### src/rtl/rs_latch_driver.sv
// Clocked driver for a NAND RS latch: handshake-accepted set/reset commands become
// fixed-width active-low pulses, followed by dead time and a bounded feedback check.
module rs_latch_driver #(
  parameter int PULSE_CYCLES  = 2,
  parameter int DEAD_CYCLES   = 1,
  parameter int CHECK_TIMEOUT = 4
) (
  input  logic clk,
  input  logic rst,
  input  logic cmd_valid,
  input  logic cmd_set,
  output logic cmd_ready,
  output logic s_n,
  output logic r_n,
  input  logic q_fb,
  input  logic q_bar_fb,
  output logic busy,
  output logic done,
  output logic err,
  output logic state_q,
  output logic state_vld
);

  // state | meaning
  // IDLE  | waiting for a command, cmd_ready high
  // PULSE | selected line held low for PULSE_CYCLES
  // DEAD  | both lines high for DEAD_CYCLES
  // CHECK | both lines high, waiting up to CHECK_TIMEOUT cycles for feedback
  typedef enum logic [1:0] {IDLE, PULSE, DEAD, CHECK} state_t;

  localparam int MAX_A = (PULSE_CYCLES > DEAD_CYCLES) ? PULSE_CYCLES : DEAD_CYCLES;
  localparam int MAX_V = (MAX_A > CHECK_TIMEOUT) ? MAX_A : CHECK_TIMEOUT;
  localparam int CW    = $clog2(MAX_V + 1);

  localparam logic [CW-1:0] P_LD = CW'(PULSE_CYCLES - 1);
  localparam logic [CW-1:0] D_LD = CW'((DEAD_CYCLES > 0) ? DEAD_CYCLES - 1 : 0);
  localparam logic [CW-1:0] T_LD = CW'(CHECK_TIMEOUT - 1);

  state_t        r_state;
  state_t        w_state_nxt;
  logic [CW-1:0] r_cnt;
  logic [CW-1:0] w_cnt_nxt;
  logic          r_target;
  logic          w_target_nxt;
  logic          w_accept;
  logic          w_match;
  logic          w_done_nxt;
  logic          w_err_nxt;
  logic          w_s_n_nxt;
  logic          w_r_n_nxt;
  logic          r_s_n;
  logic          r_r_n;
  logic          r_done;
  logic          r_err;
  logic          r_state_q;
  logic          r_state_vld;

  // q_fb == q_bar_fb can never satisfy this, so an illegal latch state is a mismatch
  assign w_match = (q_fb == r_target) && (q_bar_fb == ~r_target);

  always_ff @(posedge clk) begin
    if (rst) begin
      r_state     <= IDLE;
      r_cnt       <= '0;
      r_target    <= 1'b0;
      r_s_n       <= 1'b1;
      r_r_n       <= 1'b1;
      r_done      <= 1'b0;
      r_err       <= 1'b0;
      r_state_q   <= 1'b0;
      r_state_vld <= 1'b0;
    end else begin
      r_state  <= w_state_nxt;
      r_cnt    <= w_cnt_nxt;
      r_target <= w_target_nxt;
      r_s_n    <= w_s_n_nxt;
      r_r_n    <= w_r_n_nxt;
      r_done   <= w_done_nxt;
      r_err    <= w_err_nxt;
      if (w_done_nxt) begin
        r_state_q   <= r_target;
        r_state_vld <= 1'b1;
      end else if (w_err_nxt) begin
        r_state_vld <= 1'b0;
      end
    end
  end

  always_comb begin
    w_state_nxt = r_state;
    w_cnt_nxt   = (r_cnt == '0) ? '0 : r_cnt - CW'(1);
    w_accept    = 1'b0;
    w_done_nxt  = 1'b0;
    w_err_nxt   = 1'b0;
    case (r_state)
      IDLE: begin
        if (cmd_valid) begin
          w_accept    = 1'b1;
          w_state_nxt = PULSE;
          w_cnt_nxt   = P_LD;
        end
      end
      PULSE: begin
        if (r_cnt == '0) begin
          if (DEAD_CYCLES == 0) begin
            w_state_nxt = CHECK;
            w_cnt_nxt   = T_LD;
          end else begin
            w_state_nxt = DEAD;
            w_cnt_nxt   = D_LD;
          end
        end
      end
      DEAD: begin
        if (r_cnt == '0) begin
          w_state_nxt = CHECK;
          w_cnt_nxt   = T_LD;
        end
      end
      CHECK: begin
        if (w_match) begin
          w_state_nxt = IDLE;
          w_done_nxt  = 1'b1;
          w_cnt_nxt   = '0;
        end else if (r_cnt == '0) begin
          w_state_nxt = IDLE;
          w_err_nxt   = 1'b1;
        end
      end
      default: begin
        w_state_nxt = IDLE;
        w_cnt_nxt   = '0;
      end
    endcase
  end

  // line drives are decoded from the next state so they are registered yet start the cycle after accept
  always_comb begin
    w_target_nxt = w_accept ? cmd_set : r_target;
    w_s_n_nxt    = !((w_state_nxt == PULSE) && w_target_nxt);
    w_r_n_nxt    = !((w_state_nxt == PULSE) && !w_target_nxt);
  end

  assign cmd_ready = (r_state == IDLE);
  assign busy      = (r_state != IDLE);
  assign s_n       = r_s_n;
  assign r_n       = r_r_n;
  assign done      = r_done;
  assign err       = r_err;
  assign state_q   = r_state_q;
  assign state_vld = r_state_vld;

endmodule

### config.mk
export PLATFORM = sky130hd
export DESIGN_NAME = rs_latch_driver
export DESIGN_NICKNAME = d
export VERILOG_FILES = /design/src/rtl/rs_latch_driver.sv
export SDC_FILE = /design/constraint.sdc
export NUM_CORES = 1
export LEC_CHECK = 0
export CORE_AREA = 2 2 39 41
export CTS_CLUSTER_SIZE = 20
export DETAILED_ROUTE_END_ITERATION = 7
export DIE_AREA = 0 0 41 43
export GPL_TIMING_DRIVEN = 0
export PLACE_DENSITY_LB_ADDON = 0.12
export SETUP_SLACK_MARGIN = 0.5
export SYNTH_ARGS = -nofsm -noshare
export SYNTH_HDL_FRONTEND = slang
export SYNTH_SLANG_ARGS = --single-unit
### constraint.sdc
create_clock -name clk -period 4.7 [get_ports clk]
set_clock_uncertainty 0.05 [all_clocks]
set_input_delay 0.94 -clock clk [delete_from_list [all_inputs] [get_ports clk]]
set_output_delay 0.94 -clock clk [all_outputs]
set_load 0.01 [all_outputs]
# After elaboration in Yosys (flattened, before gate mapping)
# Cells that the tools add are included.
[totals]
output_inout_bits = 8
ff_bits = 12
in_bits = 6
word_cells = 49
[op_classes]
add_sub_neg = 1
bitwise_logic = 1
n_reduce_logical = 10
eq_ne = 6
n_mux = 22
[ops]
columns = ["op", "n"]
rows = [
  ["3-bit two-way mux", 5],
  ["3-bit one-hot mux with 4 select lines", 1],
  ["1-bit two-way mux", 10],
  ["2-bit two-way mux", 5],
  ["2-bit one-hot mux with 4 select lines", 1],
  ["2-bit by 1-bit == test with 1-bit output (second input constant)", 2],
  ["2-bit == test (second input constant)", 2],
  ["2-bit nonzero test", 2],
  ["1-bit logical AND", 3],
  ["1-bit zero test", 3],
  ["3-bit zero test", 1],
  ["3-bit by 1-bit subtractor with 3-bit output (second input constant)", 1],
  ["1-bit == test", 2],
  ["2-bit zero test", 1],
  ["1-bit NOT", 1],
]

# Longest topological paths before layout
[logic_depth]
word_depth = 8
ltp_mapped = 6
depth_no_buf = 6

# Worst setup path after synthesis
# OpenSTA, ideal clock, no wires.
[synth_timing]
kind = "input-to-reg"
from = "in q_fb"
to = "reg r_cnt[0]"
setup_slack_ps = 2672
setup_time_ps = 117
n_path_buf = 1
stages = 4
arrival_ps = 1860
path_cell_list = "or3b_1 -> clkbuf_1 -> a21bo_2 -> a32o_1"
[synth_between]
elab_chain_cells = 4
[synth_lines]
columns = ["element", "line", "rtl"]
rows = [
  ["start: declaration", "15", "input logic q_fb,"],
  ["1-bit == test", "59", "assign w_match = (q_fb == r_target) && (q_bar_fb == ~r_target);"],
  ["1-bit logical AND", "59", ""],
  ["3-bit two-way mux", "121", "if (w_match) begin"],
  ["3-bit one-hot mux with 4 select lines", "95", "case (r_state)"],
  ["end signal: assignment", "74", "r_cnt <= w_cnt_nxt;"],
  ["end: declaration", "41", "logic [CW-1:0] r_cnt;"],
]
# No other way between the ends.
# A chain may end at the register's enable or synchronous reset.

# Final worst setup path
[layout_timing]
from = "reg r_state[0]"
to = "out cmd_ready"
[layout_between]
elab_chain_cells = 1
[layout_lines]
columns = ["element", "line", "rtl"]
rows = [
  ["start: declaration", "39", "state_t r_state;"],
  ["start signal: assignment", "73", "r_state <= w_state_nxt;"],
  ["2-bit zero test", "144", "assign cmd_ready = (r_state == IDLE);"],
  ["end: declaration", "12", "output logic cmd_ready,"],
]
# No other way between the ends.

==> flow_metrics.tcl <==
set metrics [dict create \
    post_route_cells_drive_above_1_share_pct 12.7 \
    min_period_over_period_pct 52.6 \
    use_met1_pct 19.3 \
    slowest_stage "clkdlybuf4s50_1" \
    cts_buffers 3 \
    cts_resized 0 \
    synthMuxAreaShare_pct 1.70 \
    first_pass_iters 3 \
    die_height_um 43 \
    cts-root-buf "clkbuf_4" \
    globalRoute.busiestLayer "met2" \
    rows 14 \
    first_iter_violations 5 \
    crit_chain "buf_6 > nor2_1 > clkdlybuf4s50_1" \
    status "finished clean" \
    die_area_um2 1760 \
    ant_nets 0 \
    slew_violations 0 \
    postCtsSetupBuffers 0 \
    viasPerCell 5.35 \
    rrSetupSlack_ns 3.08 \
    syn-num-nets 71 \
    min_from "state_vld" \
    worstPathArrival_ns 1.48 \
    cp-start-kind "register" \
    total_power_mw 0.308 \
    nNetsFinal 89 \
    ioPinCount 14 \
    final-setup-viol-count 0 \
    layout_common_cells "clkdlybuf4s50_1 (13), dfxtp_1 (12), a21oi_1 (7), inv_1 (4)" \
    crit_fanout 10 \
    syn2layout_area_growth_pct 29.4 \
    grtUsageMet2_pct 19.7 \
    clock_latency_ns 0.27 \
    grt_usage_pct 14.4 \
    wl_per_cell_um 11.4 \
    max_freq_mhz 405 \
    drv_cap 0 \
    dpl.hpwl_um 790 \
    p_leak_nw 0.292 \
    period_needed_ns 2.47 \
    clockBufferDepth 2 \
    cts-hold-fix-buffers 0 \
    synth_top_family_by_area "simple AND/OR/NAND/NOR gates" \
    r2r-end "s_n" \
    yosys_warnings 0 \
    htree_levels 1 \
    cts_sinks 12 \
    drcViolationCount 0 \
    critPathMaxStageDelay_ns 0.56 \
    antenna_cells 0 \
    coreArea_um2 1380 \
    avgSynthCellArea_um2 9.33 \
    final_common_cell "clkdlybuf4s50_1" \
    synth_xor_area_share_pct 0 \
    worstReg2RegStart "r_cnt[0]" \
    synth_adder_area_share_pct 4.26 \
    stdcell_count 95 \
    start_util_pct 42.5 \
    power_density_nw_per_um2 405 \
    ys_seq_elements 12 \
    required_ns 3.71 \
    cts_tree "built" \
    grt_setup_unrepaired "false" \
    gp_congestion 0.732 \
    tightest_slew_ns 0.444 \
    grt_overflow 0 \
    synth_area_um2 588 \
    hold_viol_final 0 \
    synth-simple-area-share_pct 25.7 \
    r2r_cells 6 \
    post-route-util_pct 55.0 \
    grt_max_degree 11 \
    dr_total_vias 508 \
    grt_pass1_vias 432 \
    grt_use_met3_pct 3.14 \
    ir_drop_v 0.000233 \
    grt_pass1_wl_um 1710 \
    wl_um 1080 \
    slew_headroom_pct 70.4 \
    final.setup.tns_ns 0 \
    clkTransAtPathRegs_ns 0.07 \
    placed_cells 92 \
    portBuffers 13 \
    seq_area_frac_synth_pct 40.9 \
    critPathKind "reg2out" \
    cp-startpoint "r_state[0]" \
    netlist_instances 63 \
    ys_types 30 \
    min_path_type "reg2reg" \
    antenna_found_initial 0 \
    die_x_um 41 \
    cp-endpoint "cmd_ready" \
    crit_path_end_kind "output pin" \
    synth_compound_area_share_pct 19.8 \
]
## registers in the layout, summed over array words and instances (netlist names)
name and cells:
done 1, err 1, r_cnt 3, r_n 1, r_state 2, r_target 1
s_n 1, state_q 1, state_vld 1
## worst min path at each step
stage | endpoint | slack (ns) | cells after the start
floorplan | state_q | 0.42 | 2
global placement | state_vld | 0.42 | 2
detailed placement | state_vld | 0.42 | 2
CTS | state_vld | 0.43 | 2
global route | state_vld | 0.47 | 2
finish | state_vld | 0.43 | 2
## logic make-up (layout without fill, tap and decap cells)
group | Yosys count | after routing
AOI/OAI and AO/OA | 18 | 18
adders and majority gates | 2 | 2
and+or+nand+nor | 22 | 22
muxes | 1 | 1
DFF | 12 | 12
buffers and inverters | 8 | 24
## stage by stage
| stage | hold WS (ns) | cell area [um2] | setup slack [ns] |
|---|---|---|---|
| 4_1_cts | 0.429 | 761 | 2.20 |
| 3_3_place_gp | 0.416 | 738 | 2.12 |
| 3_5_place_dp | 0.418 | 738 | 2.11 |
| 5_1_grt | 0.473 | 761 | 2.16 |
| 2_1_floorplan | 0.421 | 588 | 2.67 |
| 6_report | 0.430 | 761 | 2.23 |
## synthesized netlist by cell type
| master | instances | share of area [%] |
|---|---|---|
| a211oi_1 | 1 | 1.3 |
| a21bo_2 | 1 | 1.7 |
| a21o_1 | 1 | 1.3 |
| a21oi_1 | 7 | 6.0 |
| a31oi_1 | 1 | 1.1 |
| a32o_1 | 1 | 1.7 |
| and2b_2 | 1 | 1.5 |
| and4b_2 | 1 | 1.9 |
| buf_6 | 2 | 3.8 |
| clkbuf_1 | 2 | 1.3 |
| dfxtp_1 | 12 | 41 |
| ha_1 | 2 | 4.3 |
| inv_1 | 4 | 2.6 |
| mux2i_1 | 1 | 1.7 |
| nand2_1 | 3 | 1.9 |
| nand2b_1 | 1 | 1.1 |
| nand3b_1 | 3 | 3.8 |
| nor2_1 | 3 | 1.9 |
| nor3_1 | 2 | 1.7 |
| nor3b_1 | 1 | 1.3 |
| nor3b_4 | 1 | 3.2 |
| nor4_1 | 2 | 2.1 |
| nor4b_1 | 1 | 1.5 |
| o211a_1 | 1 | 1.7 |
| o21ai_0 | 3 | 2.6 |
| o21bai_1 | 1 | 1.3 |
| o31ai_1 | 1 | 1.3 |
| or2_2 | 1 | 1.1 |
| or3b_1 | 1 | 1.5 |
| or4_1 | 1 | 1.3 |
## worst max-delay path: cells and delay by family (launching register included)
| kind | cells | cell delay [ns] |
|---|---|---|
| buffers and inverters | 2 | 0.71 |
| flip-flops | 1 | 0.35 |
| AND/OR/NAND/NOR | 1 | 0.15 |
## routing by layer
| metal | up-vias | share of wire (%) |
|---|---|---|
| met2 | 7 | 46 |
| li1 | 265 | - |
| met5 | - | 0 |
| met1 | 234 | 50 |
| met3 | 2 | 3.4 |
| met4 | 0 | 0.92 |
## final cells by class
type | instances | area [um2]
sequential | 12 | 240
fill | 147 | 623
timing repair buffer | 13 | 130
clock buffer | 3 | 22.5
inverter | 4 | 15.0
tap | 16 | 20.0
buffer | 4 | 30.0
multi-input combinational | 43 | 303
## where the power goes
part	switching, mW	total, mW	internal [mW]
sequential	0.00940	0.125	0.115
clock	0.0317	0.0613	0.0296
combinational	0.0609	0.122	0.0613
total	0.102	0.308	0.206
Power figures use the tool's default switching activity.
